`config.mk`:
```
export PLATFORM = sky130hd
export DESIGN_NAME = alu_issue_ctrl
export DESIGN_NICKNAME = d
export VERILOG_FILES = /design/src/rtl/alu_issue_ctrl.sv
export SDC_FILE = /design/constraint.sdc
export NUM_CORES = 1
export LEC_CHECK = 0
export BUFFER_PORTS_ARGS = -buffer_cell sky130_fd_sc_hd__buf_4
export CORE_MARGIN = 2
export CORE_UTILIZATION = 65
export CTS_CLUSTER_DIAMETER = 50
export CTS_CLUSTER_SIZE = 8
export DETAILED_ROUTE_END_ITERATION = 16
export MAX_ROUTING_LAYER = met4
export PLACE_DENSITY = 0.95
export SLEW_MARGIN = 20
export SYNTH_ARGS = -nofsm -noshare
export SYNTH_HDL_FRONTEND = slang
export SYNTH_SLANG_ARGS = --single-unit
```
`constraint.sdc`:
```
create_clock -name clk -period 5.1 [get_ports clk]
set_input_delay 1.275 -clock clk [delete_from_list [all_inputs] [get_ports clk]]
set_output_delay 1.275 -clock clk [all_outputs]
set_load 0.01 [all_outputs]
```
`src/rtl/alu_issue_ctrl.sv`:
```
// rtl/alu_issue_ctrl.sv - serialising issue controller and 8-entry register file for a registered ALU
//
// Accepts one instruction at a time on instr_valid/instr_ready, drives the
// registered ALU inputs for one EXEC cycle, writes the ALU result back to
// reg[rd] at the end of WB, and rejects the reserved opcode with an err pulse.
//
// Ports:
//   clk, rst_n                     clock, asynchronous active-low reset
//   instr_valid/instr_ready        instruction handshake
//   instr_op/rd/rs/rt/cin/imm      instruction fields
//   alu_a/alu_b/alu_c_in/alu_op    registered ALU operand and opcode drive
//   alu_out/alu_c_out              registered ALU result and carry
//   done, err                      one-cycle writeback / reject pulses
//   cflag                          carry of the last ADD/SUB
//   dbg_addr/dbg_data              combinational register file read port
module alu_issue_ctrl #(
    parameter int N = 32
) (
    input  logic         clk,
    input  logic         rst_n,
    input  logic         instr_valid,
    output logic         instr_ready,
    input  logic [2:0]   instr_op,
    input  logic [2:0]   instr_rd,
    input  logic [2:0]   instr_rs,
    input  logic [2:0]   instr_rt,
    input  logic         instr_cin,
    input  logic [N-1:0] instr_imm,
    output logic [N-1:0] alu_a,
    output logic [N-1:0] alu_b,
    output logic         alu_c_in,
    output logic [2:0]   alu_op,
    input  logic [N-1:0] alu_out,
    input  logic         alu_c_out,
    output logic         done,
    output logic         err,
    output logic         cflag,
    input  logic [2:0]   dbg_addr,
    output logic [N-1:0] dbg_data
);

    localparam logic [2:0] OP_MOV   = 3'b000;
    localparam logic [2:0] OP_ADD   = 3'b010;
    localparam logic [2:0] OP_SUB   = 3'b011;
    localparam logic [2:0] OP_LOADI = 3'b110;
    localparam logic [2:0] OP_RSVD  = 3'b111;

    typedef enum logic [1:0] {
        S_IDLE = 2'd0,
        S_EXEC = 2'd1,
        S_WB   = 2'd2,
        S_ERR  = 2'd3
    } state_t;

    state_t         state_q, state_d;
    logic [2:0]     op_q;
    logic [2:0]     rd_q;
    logic [N-1:0]   alu_a_q, alu_b_q;
    logic           alu_c_in_q;
    logic [2:0]     alu_op_q;
    logic           cflag_q;
    logic [N-1:0]   regs_q [8];

    logic           accept;
    logic           issue;
    logic           is_arith;

    assign accept   = instr_valid && instr_ready;
    assign issue    = accept && (instr_op != OP_RSVD);
    assign is_arith = (instr_op == OP_ADD) || (instr_op == OP_SUB);

    // State register
    always_ff @(posedge clk or negedge rst_n) begin
        if (!rst_n) begin
            state_q <= S_IDLE;
        end else begin
            state_q <= state_d;
        end
    end

    // Next-state logic
    always_comb begin
        state_d = state_q;
        case (state_q)
            S_IDLE: begin
                if (accept) begin
                    state_d = (instr_op == OP_RSVD) ? S_ERR : S_EXEC;
                end
            end
            S_EXEC:  state_d = S_WB;
            S_WB:    state_d = S_IDLE;
            S_ERR:   state_d = S_IDLE;
            default: state_d = S_IDLE;
        endcase
    end

    // Output logic; ready is gated by rst_n so it reads 0 while reset is held
    always_comb begin
        instr_ready = rst_n && (state_q == S_IDLE);
        done        = (state_q == S_WB);
        err         = (state_q == S_ERR);
    end

    // Datapath. Operands are read from the register file at the accept edge so
    // the ALU inputs are already stable throughout EXEC; those operand
    // registers double as the instruction latch for rs/rt/cin/imm, so only op
    // and rd need to be kept separately for writeback.
    always_ff @(posedge clk or negedge rst_n) begin
        if (!rst_n) begin
            op_q       <= '0;
            rd_q       <= '0;
            alu_a_q    <= '0;
            alu_b_q    <= '0;
            alu_c_in_q <= 1'b0;
            alu_op_q   <= OP_MOV;
            cflag_q    <= 1'b0;
            for (int i = 0; i < 8; i++) begin
                regs_q[i] <= '0;
            end
        end else begin
            if (issue) begin
                op_q       <= instr_op;
                rd_q       <= instr_rd;
                alu_a_q    <= (instr_op == OP_LOADI) ? instr_imm : regs_q[instr_rs];
                alu_b_q    <= regs_q[instr_rt];
                alu_c_in_q <= is_arith && instr_cin;
                // LOADI passes the immediate straight through the ALU as a MOV
                alu_op_q   <= (instr_op == OP_LOADI) ? OP_MOV : instr_op;
            end
            if (state_q == S_WB) begin
                regs_q[rd_q] <= alu_out;
                if ((op_q == OP_ADD) || (op_q == OP_SUB)) begin
                    cflag_q <= alu_c_out;
                end
            end
        end
    end

    assign alu_a    = alu_a_q;
    assign alu_b    = alu_b_q;
    assign alu_c_in = alu_c_in_q;
    assign alu_op   = alu_op_q;
    assign cflag    = cflag_q;
    assign dbg_data = regs_q[dbg_addr];

endmodule
```
== After elaboration in Yosys (flattened, before gate mapping) ==
Index checks and enable logic that the tools add are counted.

* Register bits after elaboration: 333
* Bits in latches: 0
* Bits in writable memories: 0
* Memory bits (read-only): 0
* Input bits: 84
* Output and inout port bits: 104
* Word-level logic and storage cells: 63
* Memories kept: 0

* Add/sub/neg operators: 0
* $mul: 0
* Div/mod/pow operators: 0
* Magnitude comparators: 5
* Equality and inequality tests: 11
* Shift operators: 0
* Muxes and demuxes: 17
* Bitwise gates (word level): 4
* Reductions and logical operators: 10

{| class="wikitable"
|+ Operators with widths
! operator !! number
|-
| 32-bit binary-select mux with 3-bit select || 3
|-
| 256-bit bitwise mux || 1
|-
| 32-bit two-way mux || 8
|-
| 32-bit demux with 3-bit select || 1
|-
| 4-bit greater-or-equal comparator, second input constant || 4
|-
| 3-bit inverter with 4-bit output || 4
|-
| 3-bit by 2-bit equality test with 1-bit output, second input constant || 4
|-
| 3-bit equality test, second input constant || 2
|-
| 2-bit case mux with 3 select lines || 1
|-
| 1-bit logical AND || 5
|-
| 2-bit equality test, second input constant || 2
|-
| 4-bit by 1-bit < comparator with 1-bit output, second input constant || 1
|-
| 2-bit two-way mux || 2
|-
| 3-bit two-way mux || 1
|-
| 3-bit != test, second input constant || 1
|-
| 2-bit by 1-bit equality test with 1-bit output, second input constant || 1
|-
| 2-bit zero test || 1
|-
| 1-bit logical OR || 2
|-
| 2-bit != test, second input constant || 1
|-
| 2-bit AND reduction || 1
|-
| 2-bit OR reduction || 1
|}

== Logic depth before layout (Yosys ltp) ==
Gate-level depths: netlist of the first run.

* Depth after elaboration: 6
* Mapped depth: 7
* Depth with buffers taken out: 5

== Least setup slack after synthesis of the first run ==
OpenSTA, ideal clock, no wires.

* Path kind: input port to output port
* Start: input dbg_addr[0]
* End: output dbg_data[0]
* Data arrival time: 2.598 ns
* Required time: 3.825 ns
* Path slack: 1.227 ns
* Stages on the path: 4
* Buffers on the path: 2
* Cells stage by stage: buf_2 -> buf_2 -> mux4_2 -> mux2_2

* Cells in the longest elaborated chain, start to end: 4

{| class="wikitable"
|+ RTL lines
! item !! line !! text
|-
| start, declared || 38 || <nowiki>input logic [2:0] dbg_addr,</nowiki>
|-
| 3-bit inverter with 4-bit output (implied by the code) || 144 || <nowiki>assign dbg_data = regs_q[dbg_addr];</nowiki>
|-
| 32-bit binary-select mux with 3-bit select || 144 ||
|-
| 32-bit two-way mux (implied by the code) (2 in series) || 144 ||
|-
| end, declared || 39 || <nowiki>output logic [N-1:0] dbg_data</nowiki>
|}

No other way between the ends. The select of a mux whose other input is x is not followed.

== Worst setup path after layout of the first run ==
* Start: input dbg_addr[1]
* End: output dbg_data[19]

Same word-level chain as after synthesis.

==> results of run 1 <==
## cell usage after synthesis (2+ instances only)
| cell | instances | share of area (%) |
|---|---|---|
| sky130_fd_sc_hd__a211oi_1 | 30 | 1.2 |
| sky130_fd_sc_hd__a211oi_2 | 2 | 0.14 |
| sky130_fd_sc_hd__and2_1 | 2 | 0.068 |
| sky130_fd_sc_hd__buf_1 | 7 | 0.14 |
| sky130_fd_sc_hd__buf_12 | 3 | 0.33 |
| sky130_fd_sc_hd__buf_2 | 33 | 0.89 |
| sky130_fd_sc_hd__buf_4 | 11 | 0.45 |
| sky130_fd_sc_hd__buf_6 | 9 | 0.55 |
| sky130_fd_sc_hd__clkbuf_1 | 26 | 0.53 |
| sky130_fd_sc_hd__clkbuf_8 | 14 | 1.0 |
| sky130_fd_sc_hd__dfrtp_1 | 332 | 45 |
| sky130_fd_sc_hd__mux2_1 | 16 | 0.98 |
| sky130_fd_sc_hd__mux2_2 | 273 | 17 |
| sky130_fd_sc_hd__mux2i_1 | 32 | 1.7 |
| sky130_fd_sc_hd__mux4_1 | 19 | 2.7 |
| sky130_fd_sc_hd__mux4_2 | 173 | 21 |
| sky130_fd_sc_hd__nand2_1 | 90 | 1.8 |
| sky130_fd_sc_hd__nand3_1 | 2 | 0.054 |
| sky130_fd_sc_hd__nand3b_1 | 3 | 0.12 |
| sky130_fd_sc_hd__nor2_1 | 6 | 0.12 |
| sky130_fd_sc_hd__nor2b_1 | 32 | 1.1 |
| sky130_fd_sc_hd__nor3b_2 | 2 | 0.14 |
| sky130_fd_sc_hd__o21ai_0 | 69 | 1.9 |
| sky130_fd_sc_hd__o21ai_1 | 28 | 0.76 |
## sequential cells by signal (all words and copies together) (netlist names)
register / count
state_q: 2
alu_c_in: 1
op_q: 2
alu_a: 32
alu_op: 3
regs_q: 256
rd_q: 3
alu_b: 32
cflag: 1
## layout make-up
type                            count  area, sq um  area share, %
Clock buffer                       50         1230           5.82
Tap cell                          378          473           2.24
Timing Repair Buffer              208         1630           7.70
Multi-Input combinational cell    788         9470           44.8
Inverter                            1         3.75         0.0178
Sequential cell                   332         8310           39.3
Antenna cell                        1         2.50         0.0118
Clock inverter                      3         17.5         0.0829
## per-stage QoR
stage,utilization [%],hold WS [ns],power (uW),area (sq um),worst slack [ns]
after CTS,75.7,0.474,11500,21100,0.828
after global placement,71.2,0.448,8320,19800,0.905
final,75.9,0.472,11500,21100,0.826
after detailed placement,71.2,0.463,8650,19800,0.853
after floorplan,-,0.437,7200,18500,1.23
after global routing,75.9,0.492,12000,21100,0.765
## power by group
group	leakage [uW]	total, uW	switching [uW]	internal (uW)
Sequential	0.00416	4890	1130	3760
Clock	0.000613	2770	1100	1680
Combinational	0.00441	3870	1370	2500
Total	0.00919	11500	3600	7930
## kinds of logic after synthesis
family | after synthesis | share of synthesized area [%]
flops | 332 | 45.0
simple gates | 144 | 3.75
mux | 513 | 43.2
buf+inv | 106 | 4.02
compound gates | 131 | 4.09
## worst max-delay path by stage
| stage | startpoint | endpoint | slack [ns] | depth (start not counted) |
|---|---|---|---|---|
| after detailed placement | dbg_addr[0] | dbg_data[6] | 0.85 | 5 |
| after CTS | dbg_addr[0] | dbg_data[6] | 0.83 | 5 |
| final | dbg_addr[1] | dbg_data[19] | 0.83 | 5 |
| after global routing | dbg_addr[0] | dbg_data[6] | 0.76 | 5 |
| after global placement | dbg_addr[0] | dbg_data[6] | 0.91 | 5 |
| after floorplan | dbg_addr[0] | dbg_data[0] | 1.23 | 4 |
## critical path: cells and delay by family
family	cells	cell delay, ns
mux	2	0.66
buf+inv	3	1.03
## metal layers
layer,track usage (%),wire [microns],vias to the layer above,part of all wire (%)
met1,43.8,18200,6701,37
met3,6.93,4050,168,8.2
met4,14.5,1900,0,3.8
li1,-,-,5058,-
met5,-,0,-,0
met2,56.2,25400,789,51
==> load_flow_metrics.sql, run 1 <==
INSERT INTO impl_metrics (metric_group, metric, value, unit) VALUES
('status', 'status', 'complete, no violations', ''),
('sta', 'final.period_utilization', '83.8', '%'),
('routing', 'iteration_0_drc_count_of_the_detailed_router', '1331', ''),
('clock_tree', 'total_clock_buffers_created_by_cts', '48', ''),
('sta', 'setup_viol_count_final', '0', ''),
('sta', 'fin_skew', '0.0115', 'ns'),
('global_routing', 'grt_pass1_wl', '78200', 'microns'),
('finish', 'instances_no_fill', '1761', ''),
('worst_setup_path', 'kind_of_start_point_of_the_critical_path', 'primary input', ''),
('clock_tree', 'tritoncts', 'yes', ''),
('clock_tree', 'clkTransAtPathRegs', '0.05', 'ns'),
('logic_synthesis', 'netlist-cell-type-count', '36', ''),
('worst_setup_path', 'worst-setup-path-type', 'in2out', ''),
('logic_synthesis', 'synth_warn', '0', ''),
('floorplanning', 'placement_rows', '61', ''),
('power_and_ir_drop', 'power_density', '546', 'nW/um^2'),
('routing', 'detail_route.vias_per_cell', '7.22', ''),
('logic_synthesis', 'syn_nets', '1310', ''),
('logic_synthesis', 'synth.avg_cell_area', '15.1', 'sq um'),
('floorplanning', 'start_util', '66.3', '%'),
('logic_synthesis', 'synth_flop_cell', 'sky130_fd_sc_hd__dfrtp_1', ''),
('logic_synthesis', 'synth_edf_count', '0', ''),
('worst_setup_path', 'worst_path_max_delay_cell', 'sky130_fd_sc_hd__buf_4', ''),
('routing', 'drt.antenna.violating_nets', '0', ''),
('sta', 'timing.final.max_slew_violations', '0', ''),
('worst_setup_path', 'critical_path.reg2reg.startpoint', 'state_q[0]$_DFFE_PN0P_', ''),
('clock_tree', 'clock_sinks', '332', ''),
('clock_tree', 'clkLatencyLatePin', '0.54', 'ns'),
('worst_setup_path', 'critical_path.endpoint_type', 'output pin', ''),
('finish', 'filler_cell_count', '1559', ''),
('worst_setup_path', 'worst_r2r_endpoint', 'regs_q[127]$_DFFE_PN0P_', ''),
('hold_path', 'whs_path_depth', '2', ''),
('finish', 'drive_above_1_share', '52.1', '%'),
('worst_setup_path', 'critical_path_peak_fanout', '33', ''),
('routing', 'drtPass1Iterations', '5', ''),
('global_routing', 'first_global_vias', '13500', ''),
('worst_setup_path', 'crit_chain', 'buf_4 -> buf_4 -> mux4_2 -> mux2_2 -> buf_4', ''),
('finish', 'layout.nets', '1463', ''),
('power_and_ir_drop', 'worst_ir_drop_vdd', '0.000378', 'V'),
('finish', 'area_growth', '14.4', '%'),
('global_routing', 'total_congestion_overflow_after_global_routing', '0', ''),
('worst_setup_path', 'reg2reg_setup_slack', '2.34', 'ns'),
('logic_synthesis', 'post_synth_inst_count', '1226', ''),
('logic_synthesis', 'post_synth_instance_area', '18500', 'sq um'),
('clock_tree', 'cts_hold_repair.buffers', '0', ''),
('hold_path', 'hold-path-endpoint', 'op_q[1]$_DFFE_PN0P_', ''),
('logic_synthesis', 'synth_seq_cells', '332', ''),
('finish', 'layout_common_cells', 'sky130_fd_sc_hd__dfrtp_1, sky130_fd_sc_hd__mux2_2, sky130_fd_sc_hd__buf_4', ''),
('worst_setup_path', 'slowest_delay', '0.47', 'ns'),
('sta', 'setup_repair_after_global_routing_missed_its_margin', 'no', ''),
('floorplanning', 'die-area', '29800', 'sq um'),
('clock_tree', 'cts_repair_resize_count', '0', ''),
('routing', 'finalWirelength', '49600', 'microns'),
('placement', 'globalplace.congestion', '0.832', ''),
('floorplanning', 'die-height', '173', 'microns'),
('hold_path', 'min_from', 'op_q[1]$_DFFE_PN0P_', ''),
('sta', 'finalWorstPathRequiredPeriod', '4.27', 'ns'),
('placement', 'cells_after_dpl', '1706', ''),
('routing', 'avgRoutedWirePerCell', '28.1', 'microns'),
('floorplanning', 'io-pin-count', '188', ''),
('clock_tree', 'cts_setup_buffers', '0', ''),
('routing', 'drc_errors', '0', ''),
('worst_setup_path', 'arrival', '3.00', 'ns'),
('routing', 'vias', '12700', ''),
('worst_setup_path', 'cp_data_required_time', '3.83', 'ns'),
('clock_tree', 'cts-root-to-sink-buffers', '3', ''),
('floorplanning', 'die_x', '173', 'microns'),
('placement', 'io_buffers', '187', ''),
('clock_tree', 'h-tree-depth', '2', ''),
('logic_synthesis', 'seq_area_frac_synth', '45.0', '%'),
('hold_path', 'worst_hold_path_type', 'reg2reg', '');
Power figures use the tool's default switching activity.
==> run 2: changes to the inputs <==
CORE_UTILIZATION = 54   (was 65)
PLACE_DENSITY = 0.85   (was 0.95)
clock period = 3.7 ns   (was 5.1 ns; I/O delays follow)
==> load_flow_metrics.sql, run 2 (same netlist as run 1, synthesis figures left out) <==
INSERT INTO impl_metrics (metric_group, metric, value, unit) VALUES
('worst_setup_path', 'cell_occurring_most_often_along_the_worst_timing_path', 'sky130_fd_sc_hd__buf_4', ''),
('power_and_ir_drop', 'p_sw', '4790', 'uW'),
('worst_setup_path', 'crit_chain', 'buf_4 -> buf_12 -> mux4_2 -> mux2_2 -> buf_4', ''),
('sta', 'worst_slack', '0.298', 'ns'),
('clock_tree', 'root_buffer', 'sky130_fd_sc_hd__clkbuf_16', ''),
('finish', 'largest_reg_flops', '256', ''),
('power_and_ir_drop', 'finalPower', '15900', 'uW'),
('routing', 'drt.antenna.violating_nets', '0', ''),
('routing', 'vias', '12200', ''),
('sta', 'timing.final.hold_violations', '0', ''),
('sta', 'setup_repair_after_global_routing_missed_its_margin', 'no', ''),
('worst_setup_path', 'worst_path_max_delay_cell', 'sky130_fd_sc_hd__mux4_2', ''),
('finish', 'postLayoutCoreUtil', '63.9', '%'),
('global_routing', 'groute.usage.overall', '28.6', '%'),
('sta', 'final_layout_worst_hold_slack', '0.252', 'ns'),
('sta', 'max_freq', '0.294', 'GHz'),
('sta', 'fin_skew', '0.0143', 'ns'),
('routing', 'detail_route.vias_per_cell', '6.61', ''),
('sta', 'timing.final.max_slew_violations', '0', ''),
('finish', 'registers.top_by_ff_count', 'regs_q', ''),
('worst_setup_path', 'arrival', '2.48', 'ns'),
('sta', 'final.period_utilization', '92.0', '%'),
('routing', 'finalWirelength', '48100', 'microns'),
('clock_tree', 'cts_setup_buffers', '0', ''),
('global_routing', 'first_global_vias', '12900', ''),
('worst_setup_path', 'cp_data_required_time', '2.77', 'ns'),
('global_routing', 'total_congestion_overflow_after_global_routing', '0', ''),
('clock_tree', 'h-tree-depth', '2', ''),
('power_and_ir_drop', 'cell_internal_pwr', '11100', 'uW'),
('clock_tree', 'cts-root-to-sink-buffers', '3', ''),
('floorplanning', 'placement_rows', '67', ''),
('placement', 'globalplace.congestion', '0.839', ''),
('power_and_ir_drop', 'power.sequential.fraction', '41.7', '%'),
('floorplanning', 'die-height', '189', 'microns'),
('sta', 'totalNegativeSetupSlack', '0', 'ns'),
('clock_tree', 'cts_repair_resize_count', '0', ''),
('power_and_ir_drop', 'pwr-share-clk', '25.3', '%'),
('global_routing', 'grt_pass1_wl', '75800', 'microns'),
('floorplanning', 'die_x', '189', 'microns'),
('power_and_ir_drop', 'power_switching_share', '30.1', '%'),
('finish', 'layout_common_cells', 'sky130_fd_sc_hd__dfrtp_1, sky130_fd_sc_hd__mux2_2, sky130_fd_sc_hd__buf_4', ''),
('clock_tree', 'clkLatencyLatePin', '0.54', 'ns'),
('sta', 'worst_slew_margin_rel', '37.6', '%'),
('clock_tree', 'tritoncts', 'yes', ''),
('power_and_ir_drop', 'worst_ir_drop_vdd', '0.000384', 'V'),
('global_routing', 'grt_antenna_before_repair', '1', ''),
('finish', 'area_growth', '16.4', '%'),
('placement', 'dp.final_hpwl', '29200', 'microns'),
('sta', 'setup_viol_count_final', '0', ''),
('worst_setup_path', 'slowest_delay', '0.54', 'ns'),
('sta', 'finalWorstPathRequiredPeriod', '3.40', 'ns'),
('power_and_ir_drop', 'power.share.combinational', '33.0', '%'),
('floorplanning', 'core_region_area', '33600', 'sq um'),
('worst_setup_path', 'reg2reg_setup_slack', '1.33', 'ns'),
('clock_tree', 'clkTransAtPathRegs', '0.05', 'ns'),
('sta', 'worst_slew_pin_slew', '0.935', 'ns'),
('global_routing', 'grt_start_max_net_pins', '172', ''),
('routing', 'drtPass1Iterations', '4', ''),
('finish', 'final_common_cell', 'sky130_fd_sc_hd__dfrtp_1', ''),
('worst_setup_path', 'kind_of_start_point_of_the_critical_path', 'primary input', ''),
('status', 'status', 'complete, no violations', ''),
('power_and_ir_drop', 'power_leakage', '0.00933', 'uW'),
('floorplanning', 'start_util', '54.9', '%'),
('clock_tree', 'clock_sinks', '332', ''),
('finish', 'drive_above_1_share', '52.5', '%'),
('run', 'cap_violations', '0', ''),
('floorplanning', 'die-area', '35700', 'sq um'),
('placement', 'place_ws', '0.312', 'ns'),
('clock_tree', 'cts_hold_repair.buffers', '0', ''),
('worst_setup_path', 'worst-setup-path-type', 'in2out', ''),
('routing', 'avgRoutedWirePerCell', '25.9', 'microns'),
('clock_tree', 'total_clock_buffers_created_by_cts', '49', ''),
('power_and_ir_drop', 'power_density', '741', 'nW/um^2'),
('finish', 'layout.nets', '1477', ''),
('worst_setup_path', 'rr_worst_depth', '4', ''),
('worst_setup_path', 'critical_path.endpoint_type', 'output pin', ''),
('placement', 'io_buffers', '187', ''),
('hold_path', 'worst_hold_path_type', 'in2async', ''),
('floorplanning', 'io-pin-count', '188', ''),
('routing', 'drc_errors', '0', ''),
('routing', 'iteration_0_drc_count_of_the_detailed_router', '789', ''),
('worst_setup_path', 'critical_path_peak_fanout', '24', '');
run 2: layer usage:
metal / vias up / part of all wire (%) / GRT usage, %
li1: 5101 / - / -
met1: 6426 / 39 / 37.3
met2: 600 / 50 / 44.7
met3: 122 / 7.8 / 5.75
met4: 0 / 3.2 / 10.8
met5: - / 0 / -
run 2: layout make-up:
cell class,instances,area [sq um]
Multi-Input combinational cell,788,9460
Timing Repair Buffer,221,1800
Sequential cell,332,8310
Antenna cell,2,5.00
Fill cell,2379,12100
Tap cell,448,561
Clock buffer,56,1290
Inverter,1,3.75
Clock inverter,5,56.3
run 2: power groups by stage:
stage	clock network [uW]	registers (uW)	logic (uW)
3_3_place_gp	0	6480	5080
2_1_floorplan	0	6240	3680
6_report	4020	6640	5260
4_1_cts	4080	6580	5300
3_5_place_dp	0	6610	5260
5_1_grt	4240	6840	5650
run 2: worst paths after layout:
check / startpoint / end
max: dbg_addr[0] / dbg_data[25]
min in group clk: alu_c_in$_DFFE_PN0P_ / alu_c_in$_DFFE_PN0P_
min reg2reg: alu_c_in$_DFFE_PN0P_ / alu_c_in$_DFFE_PN0P_
max reg2reg: state_q[0]$_DFFE_PN0P_ / regs_q[206]$_DFFE_PN0P_
min: rst_n / regs_q[151]$_DFFE_PN0P_
max in group asynchronous: rst_n / alu_a[9]$_DFFE_PN0P_
run 2: stage by stage:
step	cell area, sq um	instances
final	21500	1853
after detailed placement	20100	1790
after floorplan	18500	1226
after CTS	21500	1851
after global routing	21500	1852
after global placement	20100	1790
run 2: critical path: cells and delay by family:
family	cells	cell delay, ns
buffers and inverters	3	0.65
multiplexers	2	0.86
